`config.mk`:
```
export PLATFORM = sky130hd
export DESIGN_NAME = ctrl_pipe
export DESIGN_NICKNAME = d
export VERILOG_FILES = /design/src/rtl/ctrl_pipe.sv
export SDC_FILE = /design/constraint.sdc
export NUM_CORES = 1
export LEC_CHECK = 0
export BUFFER_PORTS_ARGS = -buffer_cell sky130_fd_sc_hd__buf_2
export CORE_AREA = 2 2 78 80
export CTS_CLUSTER_DIAMETER = 30
export CTS_CLUSTER_SIZE = 30
export DETAILED_ROUTE_END_ITERATION = 16
export DIE_AREA = 0 0 80 82
export GPL_TIMING_DRIVEN = 0
export MAX_ROUTING_LAYER = met4
export PLACE_DENSITY = 0.73
export SLEW_MARGIN = 10
export SYNTH_ARGS = -nofsm -noshare
export SYNTH_HDL_FRONTEND = slang
export SYNTH_SLANG_ARGS = --single-unit
```
`constraint.sdc`:
```
create_clock -name clk -period 5.65 [get_ports clk]
set_clock_uncertainty 0.2 [all_clocks]
set_input_delay 0.565 -clock clk [delete_from_list [all_inputs] [get_ports clk]]
set_output_delay 0.565 -clock clk [all_outputs]
set_load 0.02 [all_outputs]
```
`src/rtl/ctrl_pipe.sv`:
```
// ctrl_pipe: chain of NSTAGE control-bundle registers with upstream-propagating stall,
// per-stage flush, and a registered count of in-flight valid entries whose TRACK_BIT is set.
//
// Ports
//   clk       clock, all state updates on the rising edge
//   rst       asynchronous active-low reset
//   ctrl_d    decoded control bundle entering stage 0
//   valid_d   ctrl_d carries a real instruction
//   stall     per-stage hold request (bit 0 = first register stage)
//   flush     per-stage kill, turns the stage into a bubble at the next edge
//   ctrl_q    registered bundles, stage k at [k*WIDTH +: WIDTH]
//   valid_q   registered valid per stage
//   stall_d   decode must hold its outputs this cycle (combinational)
//   pend_cnt  registered number of valid stages with bundle bit TRACK_BIT set
//   pend_any  registered, pend_cnt != 0
module ctrl_pipe #(
  parameter int unsigned NSTAGE    = 3,
  parameter int unsigned WIDTH     = 16,
  parameter int unsigned TRACK_BIT = 0,
  parameter bit          CLR_DATA  = 1'b1
) (
  input  logic                            clk,
  input  logic                            rst,
  input  logic [WIDTH-1:0]                ctrl_d,
  input  logic                            valid_d,
  input  logic [NSTAGE-1:0]               stall,
  input  logic [NSTAGE-1:0]               flush,
  output logic [NSTAGE*WIDTH-1:0]         ctrl_q,
  output logic [NSTAGE-1:0]               valid_q,
  output logic                            stall_d,
  output logic [$clog2(NSTAGE+1)-1:0]     pend_cnt,
  output logic                            pend_any
);

  localparam int unsigned CntW = $clog2(NSTAGE + 1);

  logic [WIDTH-1:0]  ctrlReg  [NSTAGE];
  logic [WIDTH-1:0]  ctrlNext [NSTAGE];
  logic [WIDTH-1:0]  srcCtrl  [NSTAGE];
  logic [NSTAGE-1:0] validReg;
  logic [NSTAGE-1:0] validNext;
  logic [NSTAGE-1:0] srcValid;
  logic [NSTAGE-1:0] holdVec;
  logic [NSTAGE-1:0] srcHold;
  logic [CntW-1:0]   cntReg;
  logic [CntW-1:0]   cntNext;
  logic              anyReg;

  // holdVec[k]: any stage at or downstream of k is stalling.
  always_comb begin
    holdVec = '0;
    for (int k = 0; k < NSTAGE; k++) begin
      holdVec[k] = |(stall >> k);
    end
  end

  assign stall_d = holdVec[0];

  // Source of each stage: decode for stage 0, previous register otherwise.
  // srcHold[k] means the source is frozen and cannot hand anything over.
  always_comb begin
    srcCtrl[0]  = ctrl_d;
    srcValid[0] = valid_d;
    srcHold[0]  = 1'b0;
    for (int k = 1; k < NSTAGE; k++) begin
      srcCtrl[k]  = ctrlReg[k-1];
      srcValid[k] = validReg[k-1];
      srcHold[k]  = holdVec[k-1];
    end
  end

  // Priority: flush, own hold, bubble from frozen source, normal advance.
  always_comb begin
    validNext = validReg;
    for (int k = 0; k < NSTAGE; k++) begin
      ctrlNext[k] = ctrlReg[k];
      if (flush[k] || (!holdVec[k] && srcHold[k])) begin
        validNext[k] = 1'b0;
        ctrlNext[k]  = CLR_DATA ? '0 : ctrlReg[k];
      end else if (!holdVec[k]) begin
        validNext[k] = srcValid[k];
        ctrlNext[k]  = srcCtrl[k];
      end
    end
  end

  // Count from next-state so the registered count never lags the pipeline.
  always_comb begin
    cntNext = '0;
    for (int k = 0; k < NSTAGE; k++) begin
      cntNext = cntNext + CntW'(validNext[k] & ctrlNext[k][TRACK_BIT]);
    end
  end

  always_ff @(posedge clk or negedge rst) begin
    if (!rst) begin
      for (int k = 0; k < NSTAGE; k++) begin
        ctrlReg[k] <= '0;
      end
      validReg <= '0;
      cntReg   <= '0;
      anyReg   <= 1'b0;
    end else begin
      for (int k = 0; k < NSTAGE; k++) begin
        ctrlReg[k] <= ctrlNext[k];
      end
      validReg <= validNext;
      cntReg   <= cntNext;
      anyReg   <= |cntNext;
    end
  end

  always_comb begin
    ctrl_q = '0;
    for (int k = 0; k < NSTAGE; k++) begin
      ctrl_q[k*WIDTH +: WIDTH] = ctrlReg[k];
    end
  end

  assign valid_q  = validReg;
  assign pend_cnt = cntReg;
  assign pend_any = anyReg;

endmodule
```
# Word level (Yosys, flattened, before mapping)
# Cells that the tools add are included.
# classes
muxes	12
n_eq_ne	3
addsub	2
n_reduce_logical	9
bitwise_logic	3
# ops
cell	n
16-bit two-way mux	6
1-bit two-way mux	6
2-bit by 1-bit != test with 1-bit output (second input constant)	2
2-bit OR reduction	2
1-bit AND	3
3-bit OR reduction	1
1-bit by 1-bit adder with 2-bit output	1
2-bit by 1-bit adder with 2-bit output	1
1-bit logical AND	2
1-bit zero test	2
1-bit logical OR	2
2-bit != test (second input constant)	1
# word_totals
out_inout_bits	55
regBits	54
inputBits	25
word_cells	38

# Logic depth before layout (Yosys ltp)
# Gate-level depths: netlist (run 1).
# depth
ltp_word	9
mapped_depth	7
depth_no_buf	4

# Worst setup path after synthesis (run 1)
# Ideal clock, no wire load.
# synth_timing
path_kind	input to register
startpoint	input stall[2]
endpoint	register anyReg, in the netlist pend_any
stages	5
t_required_ns	5.323
n_path_buf	1
arrival_time_ns	2.201
setup_ns	0.127
setup_slack_ns	3.122
path_cell_list	buf_6 > or3b_2 > a221oi_2 > fa_1 > or2_2
# synth_via
elab_chain_len	9
elab_cells_between_ends	26
classes_between	add/sub: 2; mux: 12; bitwise: 3; reduce/logical: 9
# synth_lines
item	line	source
start, declared	26	input logic [NSTAGE-1:0] stall,
2-bit OR reduction	53	holdVec[k] = |(stall >> k);
1-bit zero test	n/a	
1-bit logical AND	77	if (flush[k] || (!holdVec[k] && srcHold[k])) begin
1-bit logical OR	77	
1-bit two-way mux or 16-bit two-way mux (tied branches)	77	
1-bit AND	91	cntNext = cntNext + CntW'(validNext[k] & ctrlNext[k][TRACK_BIT]);
1-bit by 1-bit adder with 2-bit output	91	
2-bit by 1-bit adder with 2-bit output (*)	91	
via cntNext[0]	46	logic [CntW-1:0] cntNext;
2-bit OR reduction (*)	109	anyReg <= |cntNext;
end signal, assigned	109	
end, declared	47	logic anyReg;
# Mark *: on every way through the listed nets, which the timed path passes. The rest lies on a longest branch. The select of a mux whose other input is x is not followed.
# A chain may end at the register's enable or synchronous reset.

# Worst setup path in the final report (run 1)
# Ends and elaborated chain as after synthesis.

==> reports/metrics.yaml, run 1 <==
routing:
  drc_errors: 0
  drtIter0Drc: 90
  wl_mm: 5.886
  via_per_inst: 5.205
  num_vias: 1931
  wl_per_cell_um: 15.87
  detail-route-antenna-nets: 0
  firstDrtPassIters: 6
cts:
  cts_sinks: 54
  tritoncts: "done"
  clock_latency_ns: 0.31
  clk_path_buf_depth: 2
  post_cts_buffers: 0
  cts_made_buffers: 5
  cts-root-buf: "clkbuf_8"
  hold_buffers: 0
  clk_pin_slew_ns: 0.10
  htreeDepth: 2
  postCtsResizedCells: 0
sta:
  fmax_mhz: 420.9
  hold_viol: 0
  fin_crit_sh_pct: 42.05
  maxSlewViolCount: 0
  tightest_slew_ns: 0.6599
  fin_setup_tns_ns: 0
  finalWorstSetupSlack_ns: 3.274
  slew_headroom_pct: 56.01
  fin_crit_ns: 2.376
  setup_viol: 0
  rsz0062_at_grt: "no"
flow_run:
  drv_cap: 0
critical_path:
  rr_worst_depth: 4
  crit_path_start_kind: "input port"
  crit_chain: "buf_2 > buf_6 > or3b_2 > a221oi_2 > fa_1 > or2_2"
  critPathCapture: "pend_any"
  cp_data_arrival_time_ns: 2.38
  critPathKind: "input port to flip-flop"
  critPathSlowestCell: "or3b_2"
  crit_fanout: 10
  rrSetupSlack_ns: 3.39
  r2r-start: "ctrl_q[16]"
  reg2reg_to: "pend_any"
  cp.required_ns: 5.65
  endpoint_kind: "flip-flop"
  slowest_delay_ns: 0.50
  crit_path_start: "stall[2]"
floorplanning:
  die_w_um: 80
  core_um2: 5746
  pin_count: 80
  dieHeight_um: 82
  die-area_um2: 6560
  num_rows: 28
  start_util_pct: 42.99
pwr:
  powerDensity_nw_per_um2: 237.4
  finalPower_uw: 724.4
  p_comb_share_pct: 9.7
  clockPowerShare_pct: 35.8
  p_leak_uw: 0.001482
  internal_power_uw: 546.9
  switching_share_pct: 24.50
  pwr-share-seq_pct: 54.6
  p_switching_uw: 177.5
  vdd.ir_drop.worst_v: 0.0001456
grt:
  grt_pass1_vias: 1831
  grt_max_degree: 55
  grt_pass1_wl_mm: 9.342
  overflow: 0
  track_usage_pct: 19.35
  antenna_found_initial: 0
placed_design:
  dpl_worst_slack_ns: 2.920
  port_buffers: 75
  place_area_um2: 2939
  dp_hpwl_mm: 4.394
  place_congestion: 0.8608
synthesis:
  ys_seq_area_share_pct: 54.71
  synth_edf_count: 0
  synthCells: 213
  synth_warnings: 0
  ys_ff_latch: 54
  syn_avg_cell_area_um2: 11.60
  netlist_area_um2: 2470
  async_reset_ff_share_pct: 100.0
  synth_ff_type: "dfrtp_1"
  syn-num-nets: 239
  ys_types: 25
finish:
  fin_util_pct: 53.11
  design_area_um2: 3052
  n_antenna_cell: 0
  drive_gt1_share_pct: 35.47
  nNetsFinal: 321
  synthToLayoutAreaGrowth_pct: 23.56
outcome:
  status: "completed"
worst_hold_path:
  hold_class: "input port to asynchronous set/reset pin"
-- power by group through the flow --
stage               Sequential, uW  Clock, uW  Combinational, uW
global placement               403          0               69.8
CTS                            395        264               70.9
global route                   396        279               77.9
finish                         395        259               69.9
floorplan                      408          0               34.6
detailed placement             403          0               70.7
-- critical path: cells and delay by family --
family	cells	cell delay [ns]
simple gates	2	0.80
buf+inv	2	0.25
compound gates	1	0.33
fa+ha+maj	1	0.44
-- worst min-delay path by stage --
stage,startpoint,endpoint,slack (ns),cells after the start
finish,rst,ctrl_q[11],0.09,1
global route,rst,ctrl_q[11],0.13,1
CTS,flush[1],ctrl_q[16],0.24,2
detailed placement,ctrl_q[17],ctrl_q[17],0.31,1
global placement,ctrl_q[13],ctrl_q[29],0.30,1
floorplan,rst,ctrl_q[0],0.07,0
-- cell type report --
type,instances,area [um^2]
timing repair buffer,75,377.9
clock buffer,6,72.57
tap,75,93.84
sequential,54,1351
multi-input combinational,133,965.9
buffer,25,148.9
fill,554,2694
clock inverter,2,37.54
inverter,1,3.754
-- layout by cell type (no fill, tap or decap), types with 2 or more instances in the layout --
cell type	n
a21oi_1	35
a22o_1	16
buf_1	2
buf_2	82
buf_6	6
clkbuf_1	10
clkbuf_8	5
dfrtp_1	54
nand2_1	17
nand3b_1	2
o31ai_1	17
or3b_1	12
or3b_2	5
or4b_1	18
-- metal layers --
layer / part of all wire (%) / vias to the layer above / wire length, um / global-route usage (%)
li1: - / 970 / - / -
met1: 47 / 907 / 2739 / 25.41
met2: 48 / 48 / 2816 / 30.50
met3: 4.3 / 6 / 253 / 3.516
met4: 1.3 / 0 / 77 / 6.610
met5: 0 / - / 0 / -
-- Yosys cell counts, types with 2 or more instances --
cell	count	area (um^2)
dfrtp_1	54	1351
nand2_1	17	63.81
or3b_1	12	105.1
a22o_1	16	140.1
nand3b_1	2	15.01
or4b_1	18	180.2
o31ai_1	17	127.6
buf_6	6	67.56
a21oi_1	35	175.2
buf_1	2	7.510
buf_2	8	40.04
or3b_2	5	43.79
clkbuf_1	9	33.78
-- stage by stage --
step | hold WS [ns] | instances
2_1_floorplan | 0.06941 | 213
4_1_cts | 0.2422 | 371
5_1_grt | 0.1344 | 371
6_report | 0.08673 | 371
3_3_place_gp | 0.3039 | 363
3_5_place_dp | 0.3087 | 363
-- kinds of logic (layout without fill, tap and decap cells) --
family,after synthesis,after routing,share of synthesized area (%)
multiplexers,1,1,0.4053
buffers and inverters,26,109,6.180
flip-flops,54,54,54.71
AND/OR/NAND/NOR,59,59,18.34
adder cells (fa/ha/maj),1,1,0.8106
AO/OA/AOI/OAI,72,72,19.55
-- flip-flops by register name, summed over array words and instances, names as in the netlist --
signal    count
pend_any      1
pend_cnt      2
valid_q       3
ctrl_q       48
(Power assumes the default switching activity.)
==> run 2: changes to the inputs <==
PLACE_DENSITY = 0.76   (was 0.73)
clock period = 2 ns   (was 5.65 ns; I/O delays follow)
==> run 2 against run 1 <==
The flow now finishes with violations (setup timing). Register-to-register slack worse by 3.4 ns. Final cell count up 1.1%. Clock-buffer cell count up 1. Highest routed layer unchanged. Critical endpoint unchanged. Cell area up 1.2%. Via count up 2.5%.
==> reports/metrics.yaml, run 2 (synthesis gave the netlist of run 1 again) <==
pwr:
  pwr-share-seq_pct: 57.6  # +3.0 points
  p_switching_uw: 485.1  # +170%
  p_comb_share_pct: 10.5  # +0.8 points
  clockPowerShare_pct: 31.9  # -3.9 points
  p_leak_uw: 0.001528  # +3.1%
  vdd.ir_drop.worst_v: 0.0002544  # +75%
  switching_share_pct: 25.00  # +0.50 points
  powerDensity_nw_per_um2: 628.4  # +160%
  internal_power_uw: 1455  # +170%
grt:
  use_met2_pct: 29.83  # -0.67 points
  track_usage_pct: 19.47  # +0.12 points
  grt_pass1_vias: 1948  # +6.4%
  grt_max_degree: 55  # unchanged
  grt_util_met1_pct: 27.41  # +2.0 points
  overflow: 0  # unchanged
  grt_busiest_layer: "met2"
  antenna_found_initial: 0  # unchanged
  grt_pass1_wl_mm: 9.660  # +3.4%
  use_met3_pct: 2.088  # -1.4 points
floorplanning:
  start_util_pct: 42.99  # unchanged
  num_rows: 28  # unchanged
  pin_count: 80  # unchanged
  die_w_um: 80  # unchanged
  die-area_um2: 6560  # unchanged
  core_um2: 5746  # unchanged
  dieHeight_um: 82  # unchanged
finish:
  synthToLayoutAreaGrowth_pct: 25.03
  largest_reg_flops: 48  # unchanged
  drive_gt1_share_pct: 35.67  # +0.19 points
  mostFrequentLayoutCell: "buf_2"
  layout_common_cells: "82 x buf_2, 53 x dfrtp_1, 35 x a21oi_1, 18 x or4b_1"
  n_antenna_cell: 0  # unchanged
  design_area_um2: 3088  # +1.2%
  nNetsFinal: 325  # +1.2%
  fillers: 548  # -1.1%
cts:
  htreeDepth: 2  # unchanged
  cts-root-buf: "clkbuf_8"
  clk_path_buf_depth: 2  # unchanged
  tritoncts: "done"
  clk_pin_slew_ns: 0.10  # about the same
  cts_made_buffers: 5  # unchanged
  clock_latency_ns: 0.31  # about the same
  cts_sinks: 54  # unchanged
placed_design:
  place_area_um2: 2945  # +0.21%
  dp_hpwl_mm: 4.402  # +0.18%
  place_congestion: 0.7865  # -8.6%
  port_buffers: 75  # unchanged
routing:
  detail-route-antenna-nets: 0  # unchanged
  num_vias: 1979  # +2.5%
  wl_mm: 5.974  # +1.5%
  drtIter0Drc: 86  # -4.4%
  drc_errors: 0  # unchanged
  wl_per_cell_um: 15.93  # +0.41%
  via_per_inst: 5.277  # +1.4%
  firstDrtPassIters: 5  # -1
flow_run:
  drv_cap: 0  # unchanged
sta:
  fin_crit_ns: 2.052
  fin_crit_sh_pct: 102.6
  finalWorstSetupSlack_ns: -0.05184  # -3.326 ns
  fin_setup_tns_ns: -0.05184  # -0.05184 ns
  hold_viol: 0  # unchanged
  fmax_mhz: 487.4
  maxSlewViolCount: 0  # unchanged
  setup_viol: 1  # +1
  tightest_slew_ns: 0.6680  # +0.008180 ns
  rsz0062_at_grt: "yes"
  slew_headroom_pct: 55.46  # -0.55 points
outcome:
  violations: "setup timing"
  status: "finished, violations left"
worst_hold_path:
  hold_class: "input port to flip-flop"
critical_path:
  crit_fanout: 2  # -8
  crit_chain: "or3b_4 > a221oi_4 > fa_1 > or2_4"
  critPathKind: "flip-flop to flip-flop"
  crit_path_start_kind: "flip-flop"
  critPathSlowestCell: "fa_1"
  cp_data_arrival_time_ns: 2.05  # -0.33 ns
  cp.required_ns: 1.99  # -3.66 ns
  slowest_delay_ns: 0.44  # -0.06 ns
  endpoint_kind: "flip-flop"
## run 2: path summary, 6_finish.rpt
path	endpoint	cells after the start	slack [ns]	from
setup / recovery	pend_any	4	-0.05	ctrl_q[16]
hold / removal	ctrl_q[6]	3	0.01	ctrl_d[6]
setup reg to reg	pend_any	4	-0.05	ctrl_q[16]
hold reg to reg	ctrl_q[28]	1	0.33	ctrl_q[28]
max in group asynchronous	ctrl_q[16]	2	0.87	rst
min in group asynchronous	ctrl_q[11]	2	0.26	rst
## run 2: what timing repair did
action                                  in CTS  in global routing
hold buffers                                 2                  1
endpoints found under the setup margin       1                  1
gates resized for setup                      1                  0
endpoints found under the hold margin       55                  1
pin swaps                                    1                  0
setup buffers                                1                  0
## run 2: critical path, delay by kind of cell (launching register included)
family / cells / cell delay (ns)
adders and majority gates: 1 / 0.44
AOI/OAI and AO/OA: 1 / 0.30
DFF: 1 / 0.37
and+or+nand+nor: 2 / 0.63
## run 2: power by group through the flow
stage,clock (uW),combinational [uW],sequential [uW]
2_1_floorplan,0,98.2,1150
3_3_place_gp,0,195,1140
3_5_place_dp,0,200,1140
4_1_cts,627,204,1120
5_1_grt,684,226,1120
6_report,620,204,1120
## run 2: routing by layer
layer	share of wire (%)	vias to the layer above
met4	1.1	0
li1	-	964
met5	0	-
met2	48	60
met1	46	949
met3	5.2	6
## run 2: metrics by stage
stage	setup WS [ns]	hold WS (ns)	util (%)	total power (uW)	std cells
after global routing	-0.1005	0.01631	53.75	2029	375
after CTS	-0.03769	0.01137	53.53	1948	374
after floorplan	-0.06408	-0.2956	-	1251	213
final	-0.05184	0.01466	53.75	1940	375
after global placement	-0.3337	0.2076	51.26	1333	363
after detailed placement	-0.3304	0.2177	51.26	1339	363
## run 2: cell type report
| cell class | instances | area (um^2) | area share (%) |
|---|---|---|---|
| sequential | 54 | 1353 | 43.80 |
| multi-input combinational | 133 | 982.2 | 31.81 |
| timing repair buffer | 79 | 415.4 | 13.45 |
| buffer | 25 | 148.9 | 4.822 |
| tap | 75 | 93.84 | 3.039 |
| clock buffer | 7 | 86.33 | 2.796 |
| clock inverter | 1 | 5.005 | 0.1621 |
| inverter | 1 | 3.754 | 0.1216 |
